<file path="src/rtl/toeplitz_colgen_par.sv">
// Streaming Toeplitz column generator, P columns per beat; TOEPLITZ_HASH_EN adds an in-place hash accumulator.
// Latency 1 from seed accept to first beat; a beat holds stable while out_ready is low.
module toeplitz_colgen_par #(
    parameter int N = 256,
    parameter int L = 128,
    parameter int P = 4
) (
    input  logic                 clk,
    input  logic                 reset,
    input  logic                 seed_valid,
    output logic                 seed_ready,
    input  logic [N-1:0]         row0,
    input  logic [L-1:0]         col0,
    input  logic                 cfg_repeat,
    input  logic                 abort,
    output logic                 out_valid,
    input  logic                 out_ready,
    output logic [P*L-1:0]       out_cols,
    output logic [$clog2(N)-1:0] out_idx,
    output logic                 out_last,
    output logic                 busy,
    input  logic [P-1:0]         data_in,
    output logic [L-1:0]         hash_out,
    output logic                 hash_valid
);
    localparam int IW = $clog2(N);

    typedef enum logic {S_IDLE, S_RUN} state_t;

    state_t         r_state;
    state_t         w_state_nxt;
    logic [L-1:0]   r_col;
    logic [N-1:0]   r_row;
    logic [L-1:0]   r_seed_col;
    logic [N-1:0]   r_seed_row;
    logic           r_repeat;
    logic [IW-1:0]  r_idx;

    logic [P*L-1:0] w_cols;
    logic [L-1:0]   w_col_nxt;
    logic [N-1:0]   w_row_nxt;
    logic           w_seed_hs;
    logic           w_out_hs;
    logic           w_last;
    logic           w_abort_run;
`ifdef TOEPLITZ_HASH_EN
    logic [L-1:0]   w_contrib;
`endif

    // P unrolled recurrence steps; the final step yields the state for the next beat.
    always_comb begin
        logic [L-1:0] c;
        logic [N-1:0] r;
        logic [L:0]   e;
        c      = r_col;
        r      = r_row;
        e      = '0;
        w_cols = '0;
`ifdef TOEPLITZ_HASH_EN
        w_contrib = '0;
`endif
        for (int j = 0; j < P; j++) begin
            w_cols[j*L +: L] = c;
`ifdef TOEPLITZ_HASH_EN
            if (data_in[j]) w_contrib = w_contrib ^ c;
`endif
            e = {r[N-1], c};
            c = e[L:1];
            r = r << 1;
        end
        w_col_nxt = c;
        w_row_nxt = r;
    end

    assign w_seed_hs   = seed_valid && seed_ready;
    assign w_out_hs    = out_valid && out_ready;
    assign w_abort_run = abort && (r_state == S_RUN);
    assign w_last      = (r_idx == IW'(N - P));

    assign out_cols = w_cols;
    assign out_idx  = r_idx;
    assign out_last = (r_state == S_RUN) && w_last;

    always_ff @(posedge clk) begin
        if (reset) r_state <= S_IDLE;
        else       r_state <= w_state_nxt;
    end

    always_comb begin
        w_state_nxt = r_state;
        case (r_state)
            S_IDLE: if (w_seed_hs) w_state_nxt = S_RUN;
            S_RUN: begin
                if (abort)                              w_state_nxt = S_IDLE;
                else if (w_out_hs && w_last && !r_repeat) w_state_nxt = S_IDLE;
            end
            default: w_state_nxt = S_IDLE;
        endcase
    end

    always_comb begin
        seed_ready = (r_state == S_IDLE) && !reset;
        out_valid  = (r_state == S_RUN);
        busy       = (r_state != S_IDLE);
    end

    always_ff @(posedge clk) begin
        if (reset) begin
            r_col      <= '0;
            r_row      <= '0;
            r_seed_col <= '0;
            r_seed_row <= '0;
            r_repeat   <= 1'b0;
            r_idx      <= '0;
        end else if (w_abort_run) begin
            r_idx <= '0;
        end else if (w_seed_hs) begin
            r_col      <= col0;
            r_row      <= row0;
            r_seed_col <= col0;
            r_seed_row <= row0;
            r_repeat   <= cfg_repeat;
            r_idx      <= '0;
        end else if (w_out_hs) begin
            if (w_last && r_repeat) begin
                r_col <= r_seed_col;
                r_row <= r_seed_row;
                r_idx <= '0;
            end else begin
                r_col <= w_col_nxt;
                r_row <= w_row_nxt;
                r_idx <= w_last ? '0 : r_idx + IW'(P);
            end
        end
    end

`ifdef TOEPLITZ_HASH_EN
    logic [L-1:0] r_acc;
    logic [L-1:0] r_hash;
    logic         r_hash_vld;

    // Abort wins over a coincident last-beat handshake, so no pulse in that case.
    always_ff @(posedge clk) begin
        if (reset) begin
            r_acc      <= '0;
            r_hash     <= '0;
            r_hash_vld <= 1'b0;
        end else begin
            r_hash_vld <= 1'b0;
            if (w_abort_run || w_seed_hs) begin
                r_acc <= '0;
            end else if (w_out_hs) begin
                if (w_last) begin
                    r_acc      <= '0;
                    r_hash     <= r_acc ^ w_contrib;
                    r_hash_vld <= 1'b1;
                end else begin
                    r_acc <= r_acc ^ w_contrib;
                end
            end
        end
    end

    assign hash_out   = r_hash;
    assign hash_valid = r_hash_vld;
`else
    logic w_unused_data;
    assign w_unused_data = ^data_in;
    assign hash_out      = '0;
    assign hash_valid    = 1'b0;
`endif
endmodule

</file>
<file path="config.mk">
export PLATFORM = sky130hd
export DESIGN_NAME = toeplitz_colgen_par
export DESIGN_NICKNAME = d
export VERILOG_FILES = /design/src/rtl/toeplitz_colgen_par.sv
export SDC_FILE = /design/constraint.sdc
export NUM_CORES = 2
export LEC_CHECK = 0
export ABC_AREA = 1
export CORE_AREA = 2 2 404 406
export CTS_BUF_LIST = sky130_fd_sc_hd__clkbuf_8
export CTS_CLUSTER_DIAMETER = 150
export DETAILED_ROUTE_END_ITERATION = 10
export DIE_AREA = 0 0 406 408
export MAX_ROUTING_LAYER = met4
export PLACE_DENSITY_LB_ADDON = 0.05
export SYNTH_ARGS = -nofsm -noshare
export SYNTH_HDL_FRONTEND = slang
export SYNTH_SLANG_ARGS = --single-unit
export TNS_END_PERCENT = 100
</file>
<file path="constraint.sdc">
create_clock -name clk -period 1.4 [get_ports clk]
set_input_delay 0.21 -clock clk [delete_from_list [all_inputs] [get_ports clk]]
set_output_delay 0.21 -clock clk [all_outputs]
set_load 0.02 [all_outputs]
</file>
==> results.json <==
{
  "worstSkewPairLatency_ns": 0.86,
  "min_path_type": "input pin to flop",
  "unique_cell_type_count_in_the_yosys_netlist": 25,
  "yosys_register_bits": 776,
  "p_leak_nw": 30.87,
  "power.ir.vdd_worst_mv": 0.7246,
  "max_stage_delay_ns": 0.35,
  "achievable-frequency_mhz": 471.5,
  "worst_ep_arrival_time_ns": 1.91,
  "detailedRoute.firstPassIterationCount": 6,
  "synth.mux.area_fraction_pct": 0,
  "design.core.area_um2": 161700,
  "critPathSlowestCell": "sky130_fd_sc_hd__dfxtp_4",
  "synth_xor_xnor_area_share_pct": 0.04188,
  "maximum_number_of_pins_on_one_net_before_global_route_repair": 73,
  "cts-buffers-inserted": 159,
  "layout.nets": 7838,
  "power.switching_fraction_pct": 32.98,
  "yosys-top-cells-area": "sky130_fd_sc_hd__dfxtp_1, sky130_fd_sc_hd__nand2_1, sky130_fd_sc_hd__inv_1",
  "outcome": "finished with violations",
  "n_fill_cell": 17270,
  "synth_largest_type_area_fraction_pct": 37.14,
  "yosys.area.top_type": "sky130_fd_sc_hd__dfxtp_1",
  "cell_family_contributing_the_most_delay_on_the_critical_path": "simple AND/OR/NAND/NOR gates",
  "tritoncts": "done",
  "finalWorstPathRequiredPeriod_ns": 2.121,
  "dp.final_hpwl_um": 135100,
  "synth_top_family_by_area": "simple AND/OR/NAND/NOR gates",
  "yosysWarningCount": 0,
  "pwr-share-clk_pct": 35.4,
  "mostFrequentLayoutCell": "sky130_fd_sc_hd__inv_1",
  "dr.first_iter.drc_count": 2486,
  "start_kind": "flop",
  "avgSynthCellArea_um2": 6.534,
  "die_w_um": 406,
  "sequential_group_share_of_total_power_pct": 36.5,
  "whs_ns": 0.06728,
  "global_route.usage.total_pct": 22.60,
  "first_global_vias": 42180,
  "std_cell_rows": 148,
  "post_synth_fa_ha_maj_area_fraction_pct": 0.02992,
  "p_sw_w": 0.02288,
  "portBuffers": 911,
  "syn_area_um2": 41820,
  "total_power_w": 0.06938,
  "count_of_final_max_slew_check_failures": 0,
  "final_cell_mix": "sky130_fd_sc_hd__inv_1, sky130_fd_sc_hd__nand2_1, sky130_fd_sc_hd__nor2_1",
  "area_growth_pct": 50.41,
  "cts_num_sinks": 776,
  "postLayoutSetupSlackWorst_ns": -0.7211,
  "global_route_wire_length_before_repair_um": 276600,
  "worst-path-buf-inv": 1,
  "dr_total_vias": 43690,
  "ys_seq_area_share_pct": 37.14,
  "grt-ovfl-total": 0,
  "worst_setup_hold_path_clk_slew_ns": 0.06,
  "internal_power_w": 0.04650,
  "cp_data_required_time_ns": 1.19,
  "violations": "negative setup slack",
  "worst-setup-path-type": "flop to output port",
  "drive_gt1_share_pct": 19.20,
  "initial_utilization_pct": 25.87,
  "die-area_um2": 165600,
  "remaining_drc_errors": 0,
  "grt_antenna_before_repair": 12,
  "pwr_density_cell_nw_per_um2": 1103,
  "post_synthesis_instance_total": 6401,
  "critPathMaxFanout": 2,
  "final.setup.tns_ns": -440.07,
  "height_of_the_die_um": 408,
  "detail-route-antenna-nets": 0,
  "final_cycle_share_pct": 151.5,
  "register_area_um2": 15970,
  "number_of_endpoints_failing_setup_at_the_final_stage": 1298,
  "ctsLongestPathBuffers": 3,
  "rsz0062_at_grt": "true",
  "clock_tree.htree_level_count": 4,
  "route.detailed.wl_per_inst_um": 19.99,
  "yosys.area_share.simple_pct": 27.93,
  "cp_cell_sequence": "ha_4 -> nand2_4 -> nor2_4 -> nand2_4 -> nor2_4 -> buf_6",
  "finalHoldViolCount": 0,
  "crit_path_end_kind": "output port",
  "p_comb_share_pct": 28.1,
  "compound_gate_fraction_of_synth_area_pct": 10.33,
  "cts-root-buf": "sky130_fd_sc_hd__clkbuf_8",
  "vias_per_cell": 4.482,
  "gp_congestion": 0.8236,
  "finClkSkew_ns": 0.04117,
  "wirelength_um": 194900,
  "max-cap-violations": 0,
  "top_level_ports": 1047,
  "multiInputGateArea_um2": 16850
}
## metal layers
metal	routed length (µm)	track usage (%)
met2	93430	37.05
met4	5416	6.865
met5	0	-
met3	7533	2.945
met1	88470	28.79
## state kept, by name (all words and copies together) (netlist names)
signal,flops
r_repeat,1
out_idx,6
r_row,256
r_col,128
busy,1
r_seed_row,256
r_seed_col,128
## tightest hold or removal path, stage by stage
cell	delay [ns]
sky130_fd_sc_hd__clkdlybuf4s50_1	0.39
sky130_fd_sc_hd__inv_1	0.14
sky130_fd_sc_hd__o22ai_1	0.10
## per-stage QoR
| step | setup WS (ns) | instances | instance area, µm² | util, % |
|---|---|---|---|---|
| floorplan | -0.08579 | 6531 | 42510 | - |
| global placement | -0.9230 | 9033 | 53870 | 33.32 |
| detailed placement | -0.9391 | 9033 | 53870 | 33.32 |
| CTS | -0.8637 | 9701 | 61700 | 38.17 |
| global route | -0.8352 | 9746 | 62900 | 38.91 |
| finish | -0.7211 | 9747 | 62910 | 38.91 |
## power by group through the flow
| stage | Clock [W] | Sequential, W | Combinational (W) |
|---|---|---|---|
| 2_1_floorplan | 0 | 0.0257 | 0.00989 |
| 3_3_place_gp | 0 | 0.0255 | 0.0178 |
| 3_5_place_dp | 0 | 0.0255 | 0.0178 |
| 4_1_cts | 0.0255 | 0.0253 | 0.0191 |
| 5_1_grt | 0.0264 | 0.0255 | 0.0211 |
| 6_report | 0.0246 | 0.0253 | 0.0195 |
## layout make-up
cell class	instances	area share (%)
sequential	776	25.39
tap	2175	4.326
clock inverter	67	0.4973
inverter	1155	6.916
clock buffer	214	4.682
timing repair buffer	1729	31.37
antenna	9	0.03580
multi-input combinational	3622	26.78
## path summary, 6_finish.rpt
path / startpoint / endpoint / slack [ns] / cells after the start
setup / recovery: out_idx[2]$_SDFFE_PP0P_ / out_last / -0.72 / 6
setup reg to reg: out_idx[2]$_SDFFE_PP0P_ / r_col[108]$_SDFFE_PP0P_ / -0.52 / 10
hold reg to reg: r_seed_row[0]$_SDFFE_PP0P_ / r_seed_row[0]$_SDFFE_PP0P_ / 0.45 / 2
hold / removal: row0[177] / r_seed_row[177]$_SDFFE_PP0P_ / 0.07 / 3
## cell usage after synthesis
cell type	number
sky130_fd_sc_hd__nand2_1	1176
sky130_fd_sc_hd__inv_1	1154
sky130_fd_sc_hd__dfxtp_1	776
sky130_fd_sc_hd__nor2_1	766
sky130_fd_sc_hd__buf_4	519
sky130_fd_sc_hd__nand3_1	389
sky130_fd_sc_hd__a21oi_1	382
sky130_fd_sc_hd__nand4_1	381
sky130_fd_sc_hd__o22ai_1	380
sky130_fd_sc_hd__buf_2	234
sky130_fd_sc_hd__clkbuf_1	197
sky130_fd_sc_hd__buf_1	29
sky130_fd_sc_hd__o21ai_0	3
sky130_fd_sc_hd__nand2_4	2
sky130_fd_sc_hd__nor2_2	2
sky130_fd_sc_hd__nor3_1	2
sky130_fd_sc_hd__a22o_1	1
sky130_fd_sc_hd__conb_1	1
sky130_fd_sc_hd__ha_1	1
sky130_fd_sc_hd__inv_2	1
sky130_fd_sc_hd__nand3_2	1
sky130_fd_sc_hd__nand3b_1	1
sky130_fd_sc_hd__o21bai_1	1
sky130_fd_sc_hd__xnor2_1	1
sky130_fd_sc_hd__xor2_1	1
## timing repair
action	4_1_cts	5_1_grt
pin swaps	8	3
gates resized for setup	2805	98
endpoints found under the hold margin	431	0
setup buffers	76	11
endpoints found under the setup margin	1298	1298
hold buffers	334	0
gates cloned	3	26
## cell families (layout without fill, tap and decap cells)
family | count (synthesis) | in the layout
other cells | 1 | 140
buf+inv | 2134 | 3165
xor+xnor | 2 | 2
flops | 776 | 776
simple gates | 2720 | 2721
fa+ha+maj | 1 | 1
compound gates | 767 | 767
Power figures use the tool's default switching activity.
